--- config.mk ---
export PLATFORM = sky130hd
export DESIGN_NAME = bus_arbiter
export DESIGN_NICKNAME = d
export VERILOG_FILES = /design/src/rtl/bus_arbiter.sv
export SDC_FILE = /design/constraint.sdc
export NUM_CORES = 1
export LEC_CHECK = 0
export ABC_AREA = 1
export BUFFER_PORTS_ARGS = -buffer_cell sky130_fd_sc_hd__clkbuf_2
export CORE_AREA = 2 2 39 41
export DETAILED_ROUTE_END_ITERATION = 12
export DIE_AREA = 0 0 41 43
export GPL_TIMING_DRIVEN = 0
export SLEW_MARGIN = 20
export SYNTH_ARGS = -nofsm -noshare
export SYNTH_HDL_FRONTEND = slang
export SYNTH_SLANG_ARGS = --single-unit
--- constraint.sdc ---
create_clock -name clk -period 1.2 [get_ports clk]
set_input_delay 0.24 -clock clk [delete_from_list [all_inputs] [get_ports clk]]
set_output_delay 0.24 -clock clk [all_outputs]
set_load 0.005 [all_outputs]
--- src/rtl/bus_arbiter.sv ---
// Two-master, three-slave bus arbiter with serial 2-bit slave address capture.
// Define ARBITER_ROUND_ROBIN_EN to alternate owners on simultaneous requests.
module bus_arbiter (
  input  logic       clk,
  input  logic       reset,
  input  logic       m1_request,
  input  logic       m2_request,
  input  logic       m1_slave_select,
  input  logic       m2_slave_select,
  output logic       m1_grant,
  output logic       m2_grant,
  output logic       busy,
  output logic [1:0] bus_grant,
  output logic [1:0] slave_grant
);

  typedef enum logic [1:0] {IDLE, ADDR_MSB, ADDR_LSB, ACTIVE} state_t;

  state_t     state_reg, state_next;
  logic       m1_grant_next, m2_grant_next, busy_next;
  logic [1:0] bus_grant_next, slave_grant_next;
  logic       owner_request, owner_select;
  logic       pick_m2;

  // The grant flops double as the owner record once the bus is taken.
  assign owner_request = m1_grant ? m1_request : m2_request;
  assign owner_select  = m1_grant ? m1_slave_select : m2_slave_select;

`ifdef ARBITER_ROUND_ROBIN_EN
  logic last_owner_reg;  // 1 = m2 was granted most recently

  assign pick_m2 = (m1_request && m2_request) ? !last_owner_reg : m2_request;

  always_ff @(posedge clk) begin
    if (reset) begin
      last_owner_reg <= 1'b1;
    end else if (state_reg == IDLE && (m1_request || m2_request)) begin
      last_owner_reg <= pick_m2;
    end
  end
`else
  assign pick_m2 = !m1_request;
`endif

  always_comb begin
    state_next       = IDLE;
    m1_grant_next    = 1'b0;
    m2_grant_next    = 1'b0;
    busy_next        = 1'b0;
    slave_grant_next = 2'b00;
    case (state_reg)
      IDLE: begin
        if (m1_request || m2_request) begin
          state_next    = ADDR_MSB;
          m1_grant_next = !pick_m2;
          m2_grant_next = pick_m2;
        end
      end
      ADDR_MSB: begin
        if (owner_request) begin
          state_next       = ADDR_LSB;
          m1_grant_next    = m1_grant;
          m2_grant_next    = m2_grant;
          slave_grant_next = {owner_select, 1'b0};
        end
      end
      ADDR_LSB: begin
        if (owner_request) begin
          state_next       = ACTIVE;
          m1_grant_next    = m1_grant;
          m2_grant_next    = m2_grant;
          busy_next        = 1'b1;
          slave_grant_next = {slave_grant[1], owner_select};
        end
      end
      ACTIVE: begin
        if (owner_request) begin
          state_next       = ACTIVE;
          m1_grant_next    = m1_grant;
          m2_grant_next    = m2_grant;
          busy_next        = 1'b1;
          slave_grant_next = slave_grant;
        end
      end
      default: state_next = IDLE;
    endcase
    bus_grant_next = {m2_grant_next, m1_grant_next};
  end

  always_ff @(posedge clk) begin
    if (reset) begin
      state_reg   <= IDLE;
      m1_grant    <= 1'b0;
      m2_grant    <= 1'b0;
      busy        <= 1'b0;
      bus_grant   <= 2'b00;
      slave_grant <= 2'b00;
    end else begin
      state_reg   <= state_next;
      m1_grant    <= m1_grant_next;
      m2_grant    <= m2_grant_next;
      busy        <= busy_next;
      bus_grant   <= bus_grant_next;
      slave_grant <= slave_grant_next;
    end
  end

endmodule

==> metrics.cfg, run 1 <==
[synthesis]
synth_mux_area_frac=0
yosysWarnings=0
synth_fa_ha_area_frac=0.149
synth-simple-area-share=0.278
ys_seq_area_frac=0.334
netlist_instances=53
syn-num-nets=64
yosysUniqueCellTypes=15
async_reset_ff_frac=0
synth_top_area_cell=dfxtp_1
post-synth-top-count-cell=nand2_1
synth_compound_area_frac=0.113
synth_edf_count=0
yosys_register_bits=7
synth_top_family_by_area=simple AND/OR/NAND/NOR gates
synth_top_flop_cell=dfxtp_1
synth_area_sq_um=419
synth_area_leaders=dfxtp_1, ha_1, nand2_1, inv_1, a21oi_2
syn_avg_cell_area_sq_um=7.91
synth_xor_area_frac=0
synth_top_area_share=0.334
synth_common_cells=nand2_1, dfxtp_1, inv_1, ha_1

[drt]
vias=355
routedWlPerCell_um=8.40
ant_nets=0
dr.pass1.iters=4
wirelength_um=714
drc_errors=0
drtIter0Drc=1
viasPerCell=4.18

[placement]
placed_cell_area_sq_um=499
dp_hpwl_um=602
dp_cells=81
io_buffers=12
place.gp.congestion=0.765

[clock_tree]
clock-sinks=7
cts_buffer_depth=2
cts_setup_buffers=0
ctsResizeCount=0
cts_hold_buf=0
htreeDepth=1
path_clk_slew_ns=0.06
cts-root-buf=clkbuf_4
cts_buffers=3
tritoncts=built
clk_latency_ns=0.26

[worst_setup_path]
setup.worst_path.end=bus_grant[0]
r2r_end=slave_grant[0]
ff2ff_setup_slack_ns=0.13
ff2ff_path_depth=6
endpoint_kind=primary output
critPathSlowestCell=dfxtp_2
max_stage_delay_ns=0.37
cp-start-kind=register
r2r-start=state_reg[1]
cp.required_ns=0.96
path_max_fanout=5
cp.arrival_ns=0.84
critPathLaunch=bus_grant[0]
crit_chain=buf_4 -> clkbuf_2
criticalPathCategory=reg -> out

[timing]
period_needed_ns=1.08
skew_ns=0.00688
max_slew_margin=0.888
hold_ws_ns=0.179
tns_ns=0
worst_pin_slew_ns=0.167
setup_violations=0
fin_crit_sh=0.897
fmax_ghz=0.929
rsz0062_at_grt=false
maxSlewViolCount=0
hold_violations=0

[power_and_ir_drop]
cellLeakagePower_nw=0.271
internal_power_mw=0.413
pwr-share-comb=0.174
ir_drop_v=0.000531
seqPwrFrac=0.443
p_sw_frac=0.273
netSwitchingPower_mw=0.155
finalPower_mw=0.568
power_density_nw_per_um2=1070
p_clk_frac=0.383

[die]
die_area_sq_um=1760
rows=14
start_util=0.303
coreArea_sq_um=1380
die_h_um=43
fp.dieW_um=41
ios=13

[global_routing]
grt.total_usage=0.107
grt_pass1_wl_mm=1.24
overflow=0
grt_max_degree=6
antenna_found_initial=0
grt_pass1_vias=329

[finish]
fillers=149
fin_cells=85
drive_gt1_frac=0.493
layout.nets=81
design_area_sq_um=532
area_growth_pct=26.9
n_antenna_cell=0

[hold_path]
min_path_type=in -> reg

[flow_run]
drv_cap=0

[run_status]
status=complete, no violations

[cell usage in the layout, fill, tap and decap left out]
cell / instances
clkbuf_2: 12
nand2_2: 4
clkbuf_1: 1
ha_1: 5
inv_2: 3
inv_1: 7
nor2_2: 1
nand4_1: 1
o21ai_2: 2
a211oi_1: 1
buf_4: 2
nor2_1: 4
a21oi_2: 3
clkbuf_4: 3
dfxtp_2: 2
dfxtp_1: 5
nand2_1: 11
nand2_4: 2
[routing by layer]
| layer | vias up | wire [um] | track usage |
|---|---|---|---|
| li1 | 192 | - | - |
| met1 | 151 | 338 | 0.130 |
| met2 | 12 | 304 | 0.150 |
| met3 | 0 | 71 | 0.0785 |
| met4 | 0 | 0 | 0.0200 |
| met5 | - | 0 | 0 |
[final cells by class]
class | instances | area (sq um) | area share
Multi-Input combinational cell | 34 | 230 | 0.433
Buffer | 2 | 15.0 | 0.0282
Clock buffer | 4 | 26.3 | 0.0494
Inverter | 10 | 37.5 | 0.0706
Timing Repair Buffer | 12 | 60.1 | 0.113
Tap cell | 16 | 20.0 | 0.0376
Sequential cell | 7 | 143 | 0.268
[power by group through the flow]
stage                     Combinational (mW)  Sequential, mW  Clock [mW]
after CTS                             0.0976           0.251       0.226
after global routing                   0.114           0.253       0.236
after floorplan                       0.0655           0.255           0
after global placement                0.0959           0.255           0
final                                 0.0989           0.252       0.217
after detailed placement              0.0970           0.256           0
[per-stage QoR]
step	setup WS (ns)	utilization
finish	0.124	0.384
global route	0.00134	0.384
CTS	0.0182	0.380
detailed placement	0.0129	0.361
global placement	0.0325	0.361
floorplan	0.145	-
[critical path: cells and delay by family (launching register included)]
kind | cells | cell delay [ns]
buf+inv | 2 | 0.20
flops | 1 | 0.37
[kinds of logic (layout without fill, tap and decap cells)]
family,Yosys count,count (layout)
AND/OR/NAND/NOR,23,23
buffers and inverters,12,28
flip-flops,7,7
AO/OA/AOI/OAI,6,6
adder cells (fa/ha/maj),5,5
[worst min path at each step]
stage                     start            to  cells past startpoint
after floorplan           reset          busy                      1
after global placement    reset          busy                      2
after detailed placement  reset          busy                      2
after CTS                 reset          busy                      2
after global routing      reset  bus_grant[0]                      2
final                     reset  bus_grant[0]                      2
Power figures use the tool's default switching activity.
==> run 2: changes to the inputs <==
Settings changed: ABC_AREA 1 to unset, HOLD_SLACK_MARGIN set to 0.12.
==> run 2 against run 1 <==
  * Highest routed layer is now met4
  * Core utilization shrank 4.2 points
  * Synthesized cell count shrank 28%
  * Largest cell class unchanged
  * Cell count fell by 18%
  * Maximum frequency decreased by 7.8%
  * Die area stayed put
  * Combinational power shrank 22%
==> metrics.cfg, run 2 <==
[die]
fp.dieW_um=41
die_area_sq_um=1760
ios=13
coreArea_sq_um=1380
start_util=0.264
die_h_um=43
rows=14

[drt]
viasPerCell=4.54
ant_nets=0
drtIter0Drc=3
wirelength_um=695
drc_errors=0
dr.pass1.iters=2
vias=318
routedWlPerCell_um=9.93

[timing]
hold_ws_ns=0.197
maxSlewViolCount=0
setup_violations=0
hold_violations=0
period_needed_ns=1.17
max_slew_margin=0.847
worst_pin_slew_ns=0.228
tns_ns=0
rsz0062_at_grt=true
fin_crit_sh=0.973
skew_ns=0.00690
fmax_ghz=0.857
fin_ws_ns=0.0329

[power_and_ir_drop]
cellLeakagePower_nw=0.210
internal_power_mw=0.409
pwr-share-comb=0.143
power_density_nw_per_um2=1140
finalPower_mw=0.539
p_clk_frac=0.392
seqPwrFrac=0.465
p_sw_frac=0.242
netSwitchingPower_mw=0.130
ir_drop_v=0.000306

[clock_tree]
cts_buffer_depth=2
cts_hold_buf=0
tritoncts=built
htreeDepth=1
cts-root-buf=clkbuf_4
path_clk_slew_ns=0.05
clk_latency_ns=0.25
cts_buffers=3
clock-sinks=7

[worst_setup_path]
cp.arrival_ns=0.93
path_max_fanout=6
ff2ff_setup_slack_ns=0.07
r2r_end=bus_grant[1]
r2r-start=state_reg[0]
critPathLaunch=bus_grant[0]
ff2ff_path_depth=5
endpoint_kind=primary output
cp.required_ns=0.96
setup.worst_path.end=bus_grant[0]
cp-start-kind=register
criticalPathCategory=reg -> out

[synthesis]
synth_area_leaders=dfxtp_1, ha_1, nand4b_1, buf_4, nor2_1
syn-num-nets=49
syn_avg_cell_area_sq_um=9.61
synth_edf_count=0
yosysUniqueCellTypes=19
synth_common_cells=dfxtp_1, ha_1, nor2_1
synth_top_area_share=0.384
synth_top_area_cell=dfxtp_1
synth_area_sq_um=365
synth_top_flop_cell=dfxtp_1
yosysWarnings=0
post-synth-top-count-cell=dfxtp_1
async_reset_ff_frac=0
ys_seq_area_frac=0.384
yosys_register_bits=7
netlist_instances=38

[finish]
fin_cells=70
area_growth_pct=29.8
n_antenna_cell=0
final_common_cell=clkbuf_2
drive_gt1_frac=0.389
layout.nets=66
final_cell_mix=clkbuf_2, dfxtp_1, ha_1, nor2_1, clkbuf_4
fillers=141

[placement]
post-place-ws_ns=0.0250
dp_cells=66
io_buffers=12
place.gp.congestion=0.720
dp_hpwl_um=565

[global_routing]
grt.total_usage=0.0893
antenna_found_initial=0
overflow=0
grt_max_degree=7
grt_pass1_wl_um=952
grt_pass1_vias=251

[flow_run]
drv_cap=0

[hold_path]
min_path_type=in -> reg
hold_path_depth=2

[run_status]
status=complete, no violations

run 2: power by group through the flow:
stage / Combinational [mW] / Clock (mW) / Sequential [mW]
floorplan: 0.0484 / 0 / 0.254
global placement: 0.0765 / 0 / 0.255
detailed placement: 0.0778 / 0 / 0.256
CTS: 0.0781 / 0.221 / 0.251
global route: 0.0876 / 0.228 / 0.252
finish: 0.0772 / 0.211 / 0.251
run 2: worst min path at each step:
| stage | slack (ns) | from | to |
|---|---|---|---|
| 2_1_floorplan | 0.31 | reset | bus_grant[1] |
| 3_3_place_gp | 0.44 | slave_grant[0] | slave_grant[0] |
| 6_report | 0.20 | reset | state_reg[0] |
| 4_1_cts | 0.20 | reset | state_reg[0] |
| 3_5_place_dp | 0.45 | slave_grant[0] | slave_grant[0] |
| 5_1_grt | 0.22 | reset | state_reg[0] |
run 2: layout make-up:
type                            instances  area [sq um]  share of cell area
Buffer                                  2          15.0              0.0317
Sequential cell                         7           140               0.296
Timing Repair Buffer                   12          60.1               0.127
Multi-Input combinational cell         27           205               0.433
Clock buffer                            4          26.3              0.0554
Tap cell                               16          20.0              0.0422
Inverter                                2          7.51              0.0158
run 2: critical path, cell delays in order (launching register included):
cell	delay [ns]
dfxtp_1	0.44
buf_4	0.15
clkbuf_2	0.10
run 2: stage by stage:
step,cell area [sq um],utilization
after floorplan,365,-
after global placement,445,0.322
after detailed placement,445,0.322
after CTS,472,0.341
after global routing,474,0.343
final,474,0.343
run 2: kinds of logic (layout without fill, tap and decap cells):
group                      Yosys count  count (layout)  share of synthesized area
adders and majority gates            5               5                      0.171
and+or+nand+nor                     14              14                      0.233
buffers and inverters                4              20                     0.0616
AOI/OAI and AO/OA                    6               6                     0.0925
DFF                                  7               7                      0.384
muxes                                2               2                     0.0582
run 2: layer usage:
metal / vias up / track usage / part of all wire
li1: 166 / - / -
met1: 134 / 0.119 / 0.47
met2: 14 / 0.0969 / 0.41
met3: 4 / 0 / 0.060
met4: 0 / 0.140 / 0.052
met5: - / 0 / 0
run 2: timing repair:
| action | CTS | global route |
|---|---|---|
| endpoints found under the setup margin | 0 | 4 |
| buffers inserted | 0 | 0 |
| resized for setup | 0 | 1 |
==> run 3: changes to the inputs <==
Settings changed: CELL_PAD_IN_SITES_DETAIL_PLACEMENT set to 0, CELL_PAD_IN_SITES_GLOBAL_PLACEMENT set to 1, PLACE_DENSITY_LB_ADDON set to 0.1.
==> run 3 against run 2 <==
  * Critical path depth up 3
  * Cell area up 0.53%
  * Core utilization up 0.18 points
  * Register-to-register slack better by 0.03 ns
  * Die area unchanged
  * Worst setup slack better by 0.064 ns
  * Global-route usage up 0.91 points
  * Sequential share of layout area up 0.37 points
  * Maximum frequency up 5.8%
  * Worst hold slack worse by 0.0044 ns
  * First-iteration DRC count up 33%
  * Clock skew down 0.0048 ns
==> metrics.cfg, run 3 (same netlist as run 2, synthesis figures left out) <==
[clock_tree]
clock-sinks=7
path_clk_slew_ns=0.06
cts_buffer_depth=2
cts-root-buf=clkbuf_4
cts_buffers=3
clk_latency_ns=0.26
tritoncts=built
htreeDepth=1

[global_routing]
antenna_found_initial=0
grt.total_usage=0.0984
grt_pass1_wl_mm=1.08
grt_max_degree=7
grt_pass1_vias=270
overflow=0

[worst_setup_path]
max_stage_delay_ns=0.35
cp_num_buf_inv=1
cp-start-kind=register
crit_family=flip-flops
critPathSlowestCell=dfxtp_1
criticalPathCategory=reg -> reg
cp.required_ns=1.38
endpoint_kind=register
path_max_fanout=3
cp.arrival_ns=1.29
crit_chain=inv_1 -> ha_1 -> nor2_1 -> nand3_1 -> a31oi_1

[timing]
fmax_ghz=0.907
hold_ws_ns=0.192
skew_ns=0.00206
worst_pin_slew_ns=0.214
maxSlewViolCount=0
fin_ws_ns=0.0973
period_needed_ns=1.10
tns_ns=0
rsz0062_at_grt=false
fin_crit_sh=0.919
max_slew_margin=0.857
setup_violations=0
hold_violations=0

[drt]
wl_met3_um=70
dr.pass1.iters=4
drc_errors=0
highest_layer=met4
wl_met2_um=307
routedWlPerCell_um=10.7
vias=320
wirelength_um=747
ant_nets=0
drtIter0Drc=4
met1_length_um=346
viasPerCell=4.57

[power_and_ir_drop]
ir_drop_v=0.000545
cellLeakagePower_nw=0.210
power_density_nw_per_um2=1170

[finish]
area_growth_pct=30.5
n_antenna_cell=0
drive_gt1_frac=0.426
fin_util=0.344
design_area_sq_um=477
layout.nets=66
final_cell_mix=clkbuf_2, ha_1, dfxtp_1, nor2_1, clkbuf_4
final_common_cell=clkbuf_2

[placement]
post-place-ws_ns=0.00471
io_buffers=12
place.gp.congestion=0.750
placed_cell_area_sq_um=445

[die]
die_area_sq_um=1760
rows=14
die_h_um=43
start_util=0.264
fp.dieW_um=41
ios=13
coreArea_sq_um=1380

[run_status]
status=complete, no violations

[hold_path]
min_path_type=in -> reg

[flow_run]
drv_cap=0

==> run 3: changes by cell type in the layout (fill, tap and decap cells not counted) <==
cell,delta
dfxtp_1,-2
dfxtp_2,+2
==> run 3: worst reg2reg max path: cells and delay by family, from the launching register on <==
family                   cells  cell delay [ns]
adder cells (fa/ha/maj)      1             0.21
buffers and inverters        1             0.09
flip-flops                   1             0.35
AO/OA/AOI/OAI                1             0.16
AND/OR/NAND/NOR              2             0.22
==> run 3: worst paths after layout <==
check,startpoint,to,slack (ns),cells past startpoint
setup / recovery,state_reg[1],bus_grant[1],0.1,5
hold / removal,reset,state_reg[0],0.19,2
setup reg to reg,state_reg[1],bus_grant[1],0.1,5
hold reg to reg,slave_grant[0],slave_grant[0],0.46,2
==> run 3: power by group <==
part | internal [mW] | switching, mW
clock network | 0.128 | 0.0984
registers | 0.242 | 0.00940
logic | 0.0407 | 0.0376
total | 0.411 | 0.145
==> run 3: per-stage QoR <==
step / std cells / power (mW)
finish: 70 / 0.556
global route: 70 / 0.578
CTS: 70 / 0.564
detailed placement: 66 / 0.333
global placement: 66 / 0.331
floorplan: 38 / 0.303
==> run 3: final cells by class <==
type | instances | area (sq um)
Inverter | 2 | 7.51
Multi-Input combinational cell | 27 | 205
Timing Repair Buffer | 12 | 60.1
Clock buffer | 4 | 26.3
Buffer | 2 | 15.0
Tap cell | 16 | 20.0
Fill cell | 152 | 907
Sequential cell | 7 | 143
==> run 3: timing repair <==
| action | CTS | global route |
|---|---|---|
| cloned | 0 | 0 |
| gates resized for setup | 1 | 2 |
| endpoints found under the setup margin | 2 | 3 |
| pin swaps | 0 | 1 |
| setup buffers | 0 | 0 |
| hold buffers | 0 | 0 |
==> run 3: layer usage <==
layer,vias to the layer above,global-route usage
met5,-,0
met4,0,0.100
met3,4,0.0314
met1,135,0.113
li1,163,-
met2,18,0.131
